==> src/rtl/multicycle_control.sv <==
`default_nettype none
// ============================================================================
// Module      : multicycle_control
// Description : Control FSM for a multicycle MIPS-subset datapath
//               (lw, sw, R-type add/sub/and/or/slt, beq, j, addi).
//               Moore outputs decoded from the current state; pcEn also
//               depends on `zero` in BRANCH. Counts retired instructions
//               and pulses `illegal` for unsupported opcodes/functs.
// Ports       : clk, reset (async, active-high)
//               opcode[0:5], funct[0:5], zero         - decode inputs
//               pcEn, IorD, memRead, memWrite, irWrite,
//               regWrite, regDst, memToReg, aluSrcA   - 1-bit controls
//               aluSrcB[0:1], pcSource[0:1]           - mux selects
//               inputULA[0:3]                         - ALU operation
//               illegal                               - 1-cycle pulse
//               retired[0:31]                         - retired count
//               state[0:3]                            - debug state
// Revision    : 1.0 - initial release
// ============================================================================
module multicycle_control (
    input  logic        clk,
    input  logic        reset,
    input  logic [0:5]  opcode,
    input  logic [0:5]  funct,
    input  logic        zero,
    output logic [0:3]  inputULA,
    output logic        pcEn,
    output logic        IorD,
    output logic        memRead,
    output logic        memWrite,
    output logic        irWrite,
    output logic        regWrite,
    output logic        regDst,
    output logic        memToReg,
    output logic        aluSrcA,
    output logic [0:1]  aluSrcB,
    output logic [0:1]  pcSource,
    output logic        illegal,
    output logic [0:31] retired,
    output logic [0:3]  state
);

    typedef enum logic [3:0] {
        S_FETCH  = 4'd0,
        S_DECODE = 4'd1,
        S_MEMADR = 4'd2,
        S_MEMRD  = 4'd3,
        S_MEMWB  = 4'd4,
        S_MEMWR  = 4'd5,
        S_RTEXE  = 4'd6,
        S_RTWB   = 4'd7,
        S_BRANCH = 4'd8,
        S_JUMP   = 4'd9,
        S_ADDIEX = 4'd10,
        S_ADDIWB = 4'd11
    } state_t;

    localparam logic [0:5] c_op_rtype = 6'b000000;
    localparam logic [0:5] c_op_lw    = 6'b100011;
    localparam logic [0:5] c_op_sw    = 6'b101011;
    localparam logic [0:5] c_op_beq   = 6'b000100;
    localparam logic [0:5] c_op_j     = 6'b000010;
    localparam logic [0:5] c_op_addi  = 6'b001000;

    localparam logic [0:5] c_fn_add   = 6'b100000;
    localparam logic [0:5] c_fn_sub   = 6'b100010;
    localparam logic [0:5] c_fn_and   = 6'b100100;
    localparam logic [0:5] c_fn_or    = 6'b100101;
    localparam logic [0:5] c_fn_slt   = 6'b101010;

    localparam logic [0:3] c_alu_add  = 4'b0010;
    localparam logic [0:3] c_alu_sub  = 4'b0110;
    localparam logic [0:3] c_alu_and  = 4'b0000;
    localparam logic [0:3] c_alu_or   = 4'b0001;
    localparam logic [0:3] c_alu_slt  = 4'b0111;

    state_t      state_q, state_d;
    logic [31:0] retired_q, retired_d;
    logic        illegal_q, illegal_d;

    // Raw enables before the reset gate.
    logic        w_pc_en;
    logic        w_mem_write;
    logic        w_ir_write;
    logic        w_reg_write;
    logic        w_retire;

    always_comb begin
        state_d   = state_q;
        illegal_d = 1'b0;
        w_retire  = 1'b0;
        w_pc_en     = 1'b0;
        w_mem_write = 1'b0;
        w_ir_write  = 1'b0;
        w_reg_write = 1'b0;
        IorD      = 1'b0;
        memRead   = 1'b0;
        regDst    = 1'b0;
        memToReg  = 1'b0;
        aluSrcA   = 1'b0;
        aluSrcB   = 2'b00;
        pcSource  = 2'b00;
        inputULA  = c_alu_add;

        case (state_q)
            S_FETCH: begin
                memRead    = 1'b1;
                w_ir_write = 1'b1;
                w_pc_en    = 1'b1;
                aluSrcB    = 2'b01;
                state_d    = S_DECODE;
            end
            S_DECODE: begin
                // ALU precomputes the branch target while decoding.
                aluSrcB = 2'b11;
                case (opcode)
                    c_op_rtype:      state_d = S_RTEXE;
                    c_op_lw, c_op_sw: state_d = S_MEMADR;
                    c_op_beq:        state_d = S_BRANCH;
                    c_op_j:          state_d = S_JUMP;
                    c_op_addi:       state_d = S_ADDIEX;
                    default: begin
                        state_d   = S_FETCH;
                        illegal_d = 1'b1;
                    end
                endcase
            end
            S_MEMADR: begin
                aluSrcA = 1'b1;
                aluSrcB = 2'b10;
                state_d = (opcode == c_op_lw) ? S_MEMRD : S_MEMWR;
            end
            S_MEMRD: begin
                memRead = 1'b1;
                IorD    = 1'b1;
                state_d = S_MEMWB;
            end
            S_MEMWB: begin
                w_reg_write = 1'b1;
                memToReg    = 1'b1;
                w_retire    = 1'b1;
                state_d     = S_FETCH;
            end
            S_MEMWR: begin
                w_mem_write = 1'b1;
                IorD        = 1'b1;
                w_retire    = 1'b1;
                state_d     = S_FETCH;
            end
            S_RTEXE: begin
                aluSrcA = 1'b1;
                state_d = S_RTWB;
                case (funct)
                    c_fn_add: inputULA = c_alu_add;
                    c_fn_sub: inputULA = c_alu_sub;
                    c_fn_and: inputULA = c_alu_and;
                    c_fn_or:  inputULA = c_alu_or;
                    c_fn_slt: inputULA = c_alu_slt;
                    default: begin
                        // Unsupported funct: skip writeback entirely.
                        inputULA  = c_alu_add;
                        illegal_d = 1'b1;
                        state_d   = S_FETCH;
                    end
                endcase
            end
            S_RTWB: begin
                w_reg_write = 1'b1;
                regDst      = 1'b1;
                w_retire    = 1'b1;
                state_d     = S_FETCH;
            end
            S_BRANCH: begin
                aluSrcA  = 1'b1;
                inputULA = c_alu_sub;
                pcSource = 2'b01;
                w_pc_en  = zero;
                w_retire = 1'b1;
                state_d  = S_FETCH;
            end
            S_JUMP: begin
                w_pc_en  = 1'b1;
                pcSource = 2'b10;
                w_retire = 1'b1;
                state_d  = S_FETCH;
            end
            S_ADDIEX: begin
                aluSrcA = 1'b1;
                aluSrcB = 2'b10;
                state_d = S_ADDIWB;
            end
            S_ADDIWB: begin
                w_reg_write = 1'b1;
                w_retire    = 1'b1;
                state_d     = S_FETCH;
            end
            default: begin
                state_d = S_FETCH;
            end
        endcase

        // Counter wraps naturally through 32-bit modular addition.
        retired_d = w_retire ? (retired_q + 32'd1) : retired_q;
    end

    always_ff @(posedge clk or posedge reset) begin
        if (reset) begin
            state_q   <= S_FETCH;
            retired_q <= 32'd0;
            illegal_q <= 1'b0;
        end else begin
            state_q   <= state_d;
            retired_q <= retired_d;
            illegal_q <= illegal_d;
        end
    end

    // Reset puts the FSM in FETCH, whose enables would otherwise be live;
    // gate the architecturally visible writes until reset is released.
    assign pcEn     = w_pc_en     & ~reset;
    assign memWrite = w_mem_write & ~reset;
    assign irWrite  = w_ir_write  & ~reset;
    assign regWrite = w_reg_write & ~reset;

    assign illegal  = illegal_q;
    assign retired  = retired_q;
    assign state    = state_q;

endmodule
`default_nettype wire

==> config.mk <==
export PLATFORM = sky130hd
export DESIGN_NAME = multicycle_control
export DESIGN_NICKNAME = d
export VERILOG_FILES = /design/src/rtl/multicycle_control.sv
export SDC_FILE = /design/constraint.sdc
export NUM_CORES = 1
export LEC_CHECK = 0
export ABC_AREA = 1
export CAP_MARGIN = 40
export CORE_ASPECT_RATIO = 0.6
export CORE_UTILIZATION = 60
export CTS_CLUSTER_DIAMETER = 200
export DETAILED_ROUTE_END_ITERATION = 8
export DONT_BUFFER_PORTS = 1
export PLACE_DENSITY = 0.81
export SKIP_LAST_GASP = 1
export SYNTH_ARGS = -nofsm -noshare
export SYNTH_HDL_FRONTEND = slang
export SYNTH_SLANG_ARGS = --single-unit
==> constraint.sdc <==
create_clock -name clk -period 3.3 [get_ports clk]
set_input_delay 0.66 -clock clk [delete_from_list [all_inputs] [get_ports clk]]
set_output_delay 0.66 -clock clk [all_outputs]
set_load 0.05 [all_outputs]
==> impl_metrics.csv, run 1 <==
group,metric,value,unit
cts,cts.sinks,37,
sta,setup_tns,0,ns
sta,fin_crit,2.57,ns
finish,layout.nets,426,
global_route,grt.overflow.total,0,
finish,final_util,69.6,%
floorplan,dieArea,4700,µm²
sta,whs,0.362,ns
worst_setup_path,required,2.64,ns
yosys,avgSynthCellArea,6.80,µm²
global_route,grt_use_total,28.6,%
power,power_frac_comb,29.4,%
sta,setup_viol,0,
floorplan,fp-row-count,18,
cts,cts_made_buffers,5,
yosys,yosys_register_bits,37,
place,place_hpwl,4990,µm
cts,ctsResizeCount,0,
sta,post-route-period-util,77.9,%
yosys,syn-num-nets,406,
finish,layout-drive-gt1-share,13.7,%
worst_setup_path,crit_path_end_kind,"output port",
routing,drtIter0Drc,180,
finish,final_common_cell,"nand2_1",
floorplan,die_h,53.5,µm
yosys,syn-cell-area,2650,µm²
yosys,yosysUniqueCellTypes,29,
power,swShare,43.9,%
routing,dr.pass1.iters,5,
cts,cts.clk_slew.worst_paths,0.07,ns
cts,cts.hold.buffers_added,0,
finish,diodes,0,
floorplan,core_area,4170,µm²
yosys,synthesis.instances,390,
cts,cts_setup_buffers,0,
routing,drc_errors,0,
power,intPower,0.000742,W
finish,final_cell_mix,"nand2_1, nor2_1, inv_1",
sta,drv_slew,0,
worst_setup_path,path_class,"register to output port",
sta,max_freq,389,MHz
sta,worstMarginPinSlew,0.660,ns
global_route,antenna_found_initial,0,
finish,area_delta_synth_final,9.39,%
global_route,grt_pass1_wl,9850,µm
worst_setup_path,crit_fanout,4,
sta,grt_setup_unrepaired,"no",
yosys,ys_warn_count,0,
cts,cts_tree,"yes",
floorplan,io_pins,69,
routing,vias,2479,
place,place_inst,463,
power,cellLeakagePower,1.48,nW
cts,htree_levels,2,
yosys,seq_area_frac_synth,34.9,%
sta,relSlewSlack,56.0,%
hold_path,hold_path_class,"input port to asynchronous set/reset pin",
cts,clk_latency,0.30,ns
status,run_status,"completed",
cts,root_buffer,"clkbuf_8",
floorplan,initial_utilization,63.6,%
run,maxCapViolCount,0,
worst_setup_path,arrival,1.91,ns
finish,layout.cells.non_filler,470,
power,peakVddDrop,0.279,mV
floorplan,die_w,87.8,µm
routing,viasPerCell,5.27,
sta,finalHoldViolCount,0,
place,place_congestion,0.913,
global_route,grt_pass1_vias,2118,
global_route,grt_max_degree,38,
routing,wl,6350,µm
power,power_density,456,nW/µm²
worst_setup_path,worstSetupStartpointType,"register",
routing,wire_per_inst,13.5,µm
place,place.port_buffers,0,
power,pwr-share-clk,24.4,%
power,seq_power_share,46.3,%
cts,cts.path.max_buffers,2,
routing,ant_nets,0,
power,p_switching,0.000581,W
sta,fin_skew,0.00719,ns
## worst max-delay path, cell delays in order (launching register included)
cell and delay [ns]:
dfrtp_1 0.59, inv_2 0.15, nand2_1 0.13, nor2_1 0.21, inv_1 0.12, nand3_1 0.43
## power by group through the flow
stage	Combinational [W]	Clock (W)	Sequential [W]
floorplan	0.000272	0	0.000647
global placement	0.000366	0	0.000617
detailed placement	0.000386	0	0.000620
CTS	0.000387	0.000331	0.000611
global route	0.000416	0.000345	0.000615
finish	0.000388	0.000322	0.000612
## worst paths after layout
kind	slack, ns	to	cells past startpoint	start
setup / recovery	0.73	aluSrcA	5	state[0]$_DFF_PP0_
hold / removal	0.36	retired[29]$_DFFE_PP0P_	2	reset
setup reg to reg	1.25	retired[3]$_DFFE_PP0P_	10	retired[31]$_DFFE_PP0P_
hold reg to reg	0.72	state[0]$_DFF_PP0_	5	state[2]$_DFF_PP0_
max in group asynchronous	2.62	retired[17]$_DFFE_PP0P_	2	reset
min in group clk	0.54	state[1]$_DFF_PP0_	2	opcode[2]
## state kept, by name, indices dropped and copies added, names as in the netlist
| signal | flops |
|---|---|
| illegal | 1 |
| retired | 32 |
| state | 4 |
## layer usage
metal | routed length [µm] | vias to the layer above | global-route usage, %
li1 | - | 1242 | -
met2 | 2660 | 89 | 42.2
met4 | 94 | 0 | 9.56
met3 | 577 | 10 | 9.67
met1 | 3020 | 1138 | 38.9
met5 | 0 | - | 0
## area by class of cell
| type | instances | area, µm² |
|---|---|---|
| Clock buffer | 7 | 86.3 |
| Fill cell | 363 | 1270 |
| Inverter | 58 | 218 |
| Multi-Input combinational cell | 292 | 1480 |
| Sequential cell | 37 | 926 |
| Tap cell | 60 | 75.1 |
| Timing Repair Buffer | 16 | 120 |
## cells in the mapped netlist
master / n / area, µm²
a211oi_1: 1 / 7.51
a31oi_1: 1 / 6.26
buf_12: 1 / 20.0
buf_2: 1 / 5.00
buf_4: 1 / 7.51
conb_1: 1 / 3.75
dfrtp_1: 37 / 926
ha_1: 1 / 12.5
inv_1: 55 / 206
inv_2: 3 / 11.3
nand2_1: 131 / 492
nand2_2: 5 / 31.3
nand2_4: 3 / 33.8
nand3_1: 28 / 140
nand3_2: 2 / 20.0
nand3b_1: 2 / 15.0
nand4_1: 16 / 100
nand4_2: 1 / 12.5
nor2_1: 60 / 225
nor2_2: 3 / 18.8
nor2_4: 11 / 124
nor2_8: 1 / 20.0
nor3_2: 4 / 40.0
nor3b_1: 1 / 7.51
o21ai_0: 4 / 20.0
o22ai_1: 1 / 6.26
xnor2_1: 2 / 17.5
xnor2_2: 1 / 16.3
xor2_1: 12 / 105
## stage by stage
| step | setup WS (ns) | total power [W] | area, µm² |
|---|---|---|---|
| after floorplan | 0.187 | 0.000918 | 2650 |
| after global placement | 0.511 | 0.000983 | 2790 |
| after detailed placement | 1.05 | 0.00101 | 2810 |
| after CTS | 0.739 | 0.00133 | 2900 |
| after global routing | 0.636 | 0.00138 | 2900 |
| final | 0.731 | 0.00132 | 2900 |
## cells by family (layout without fill, tap and decap cells)
group,Yosys count,count (layout),synth area share [%]
AOI/OAI and AO/OA,7,7,1.51
DFF,37,37,34.9
buffers and inverters,61,81,9.44
xor gates and xnor gates,15,15,5.24
and+or+nand+nor,268,268,48.3
adders and majority gates,1,1,0.472
other,1,1,0.141
Power figures use the tool's default switching activity.
==> run 2, diff against run 1 <==
Clock period 3.3 ns to 2.4 ns, I/O delays scaled along.
==> impl_metrics.csv, run 2 (same netlist as run 1, synthesis figures left out) <==
group,metric,value,unit
worst_setup_path,arrival,1.65,ns
cts,cts.sinks,37,
power,power.total,0.00183,W
power,power_density,583,nW/µm²
cts,cts.path.max_buffers,2,
routing,drc_errors,0,
sta,fin_skew,0.00589,ns
sta,relSlewSlack,60.5,%
power,cellLeakagePower,1.63,nW
cts,cts.clk_slew.worst_paths,0.07,ns
floorplan,io_pins,69,
cts,cts_made_buffers,5,
routing,drtIter0Drc,216,
floorplan,die_w,87.8,µm
sta,setup_slack,0.267,ns
finish,final_cell_mix,"nand2_1, inv_1, nor2_1",
cts,ctsResizeCount,0,
global_route,grt_pass1_vias,2352,
worst_setup_path,worstSetupStartpointType,"register",
finish,final_common_cell,"nand2_1",
hold_path,hold_path_class,"input port to asynchronous set/reset pin",
place,place_hpwl,5340,µm
finish,layout.cells.non_filler,497,
cts,root_buffer,"clkbuf_8",
finish,layout-drive-gt1-share,20.4,%
sta,finalHoldViolCount,0,
worst_setup_path,required,1.92,ns
place,place_congestion,0.905,
sta,max_freq,469,MHz
cts,htree_levels,2,
routing,vias,2663,
floorplan,fp-row-count,18,
routing,wl,6720,µm
cts,cts.hold.buffers_added,0,
routing,ant_nets,0,
sta,fin_crit,2.13,ns
floorplan,dieArea,4700,µm²
routing,dr.pass1.iters,5,
place,pre_cts_ws,0.515,ns
place,place.port_buffers,0,
global_route,grt_max_degree,38,
global_route,grt.overflow.total,0,
floorplan,initial_utilization,63.6,%
cts,cts_tree,"yes",
finish,layout.nets,454,
global_route,grt_use_total,30.2,%
worst_setup_path,crit_path_end_kind,"output port",
global_route,antenna_found_initial,0,
routing,wire_per_inst,13.5,µm
sta,post-route-period-util,88.9,%
cts,cts_setup_buffers,0,
sta,drv_slew,0,
cts,clk_latency,0.29,ns
worst_setup_path,crit_fanout,5,
finish,diodes,0,
sta,worstMarginPinSlew,0.592,ns
routing,viasPerCell,5.36,
worst_setup_path,path_class,"register to output port",
global_route,grt_pass1_wl,10600,µm
floorplan,die_h,53.5,µm
floorplan,core_area,4170,µm²
finish,largest_reg_flops,32,
status,run_status,"completed",
sta,setup_viol,0,
power,peakVddDrop,0.357,mV
place,place_inst,491,
finish,area_delta_synth_final,18.7,%
run,maxCapViolCount,0,
sta,grt_setup_unrepaired,"no",
[run 2: routing by layer]
metal / global-route usage [%] / routed length, µm / up-vias
li1: - / - / 1300
met1: 42.1 / 3080 / 1233
met2: 46.5 / 2920 / 116
met3: 8.58 / 641 / 14
met4: 6.56 / 80 / 0
met5: 0 / 0 / -
[run 2: path summary, 6_finish.rpt]
path,start,endpoint,slack (ns),cells after the start
setup / recovery,state[2]$_DFF_PP0_,memRead,0.27,5
hold / removal,reset,retired[29]$_DFFE_PP0P_,0.19,2
hold reg to reg,retired[23]$_DFFE_PP0P_,retired[23]$_DFFE_PP0P_,0.54,1
max in group asynchronous,reset,state[0]$_DFF_PP0_,1.89,2
setup reg to reg,retired[27]$_DFFE_PP0P_,retired[0]$_DFFE_PP0P_,0.46,9
min in group clk,opcode[2],state[1]$_DFF_PP0_,0.38,2
[run 2: worst max-delay path, stage by stage, from the launching register on]
cell,delay [ns]
dfrtp_1,0.46
inv_1,0.13
nand2_1,0.14
nor2_1,0.21
inv_1,0.08
nand2_1,0.36
[run 2: area by class of cell]
class	instances	area, µm²
Multi-Input combinational cell	292	1490
Inverter	58	218
Tap cell	60	75.1
Timing Repair Buffer	44	368
Fill cell	314	1020
Clock buffer	5	68.8
Clock inverter	1	5.00
Sequential cell	37	926
[run 2: stage by stage]
step | TNS (ns) | hold WS (ns) | cell area, µm² | utilization, %
2_1_floorplan | -0.0780 | 0.652 | 2660 | -
3_3_place_gp | 0 | 0.509 | 3070 | 73.8
3_5_place_dp | 0 | 0.512 | 3070 | 73.8
4_1_cts | 0 | 0.205 | 3150 | 75.6
5_1_grt | 0 | 0.226 | 3150 | 75.6
6_report | 0 | 0.186 | 3150 | 75.6
[run 2: power breakdown]
group,internal [W],switching (W)
clock,0.000191,0.000207
sequential,0.000668,0.000101
combinational,0.000169,0.000499
total,0.00103,0.000807
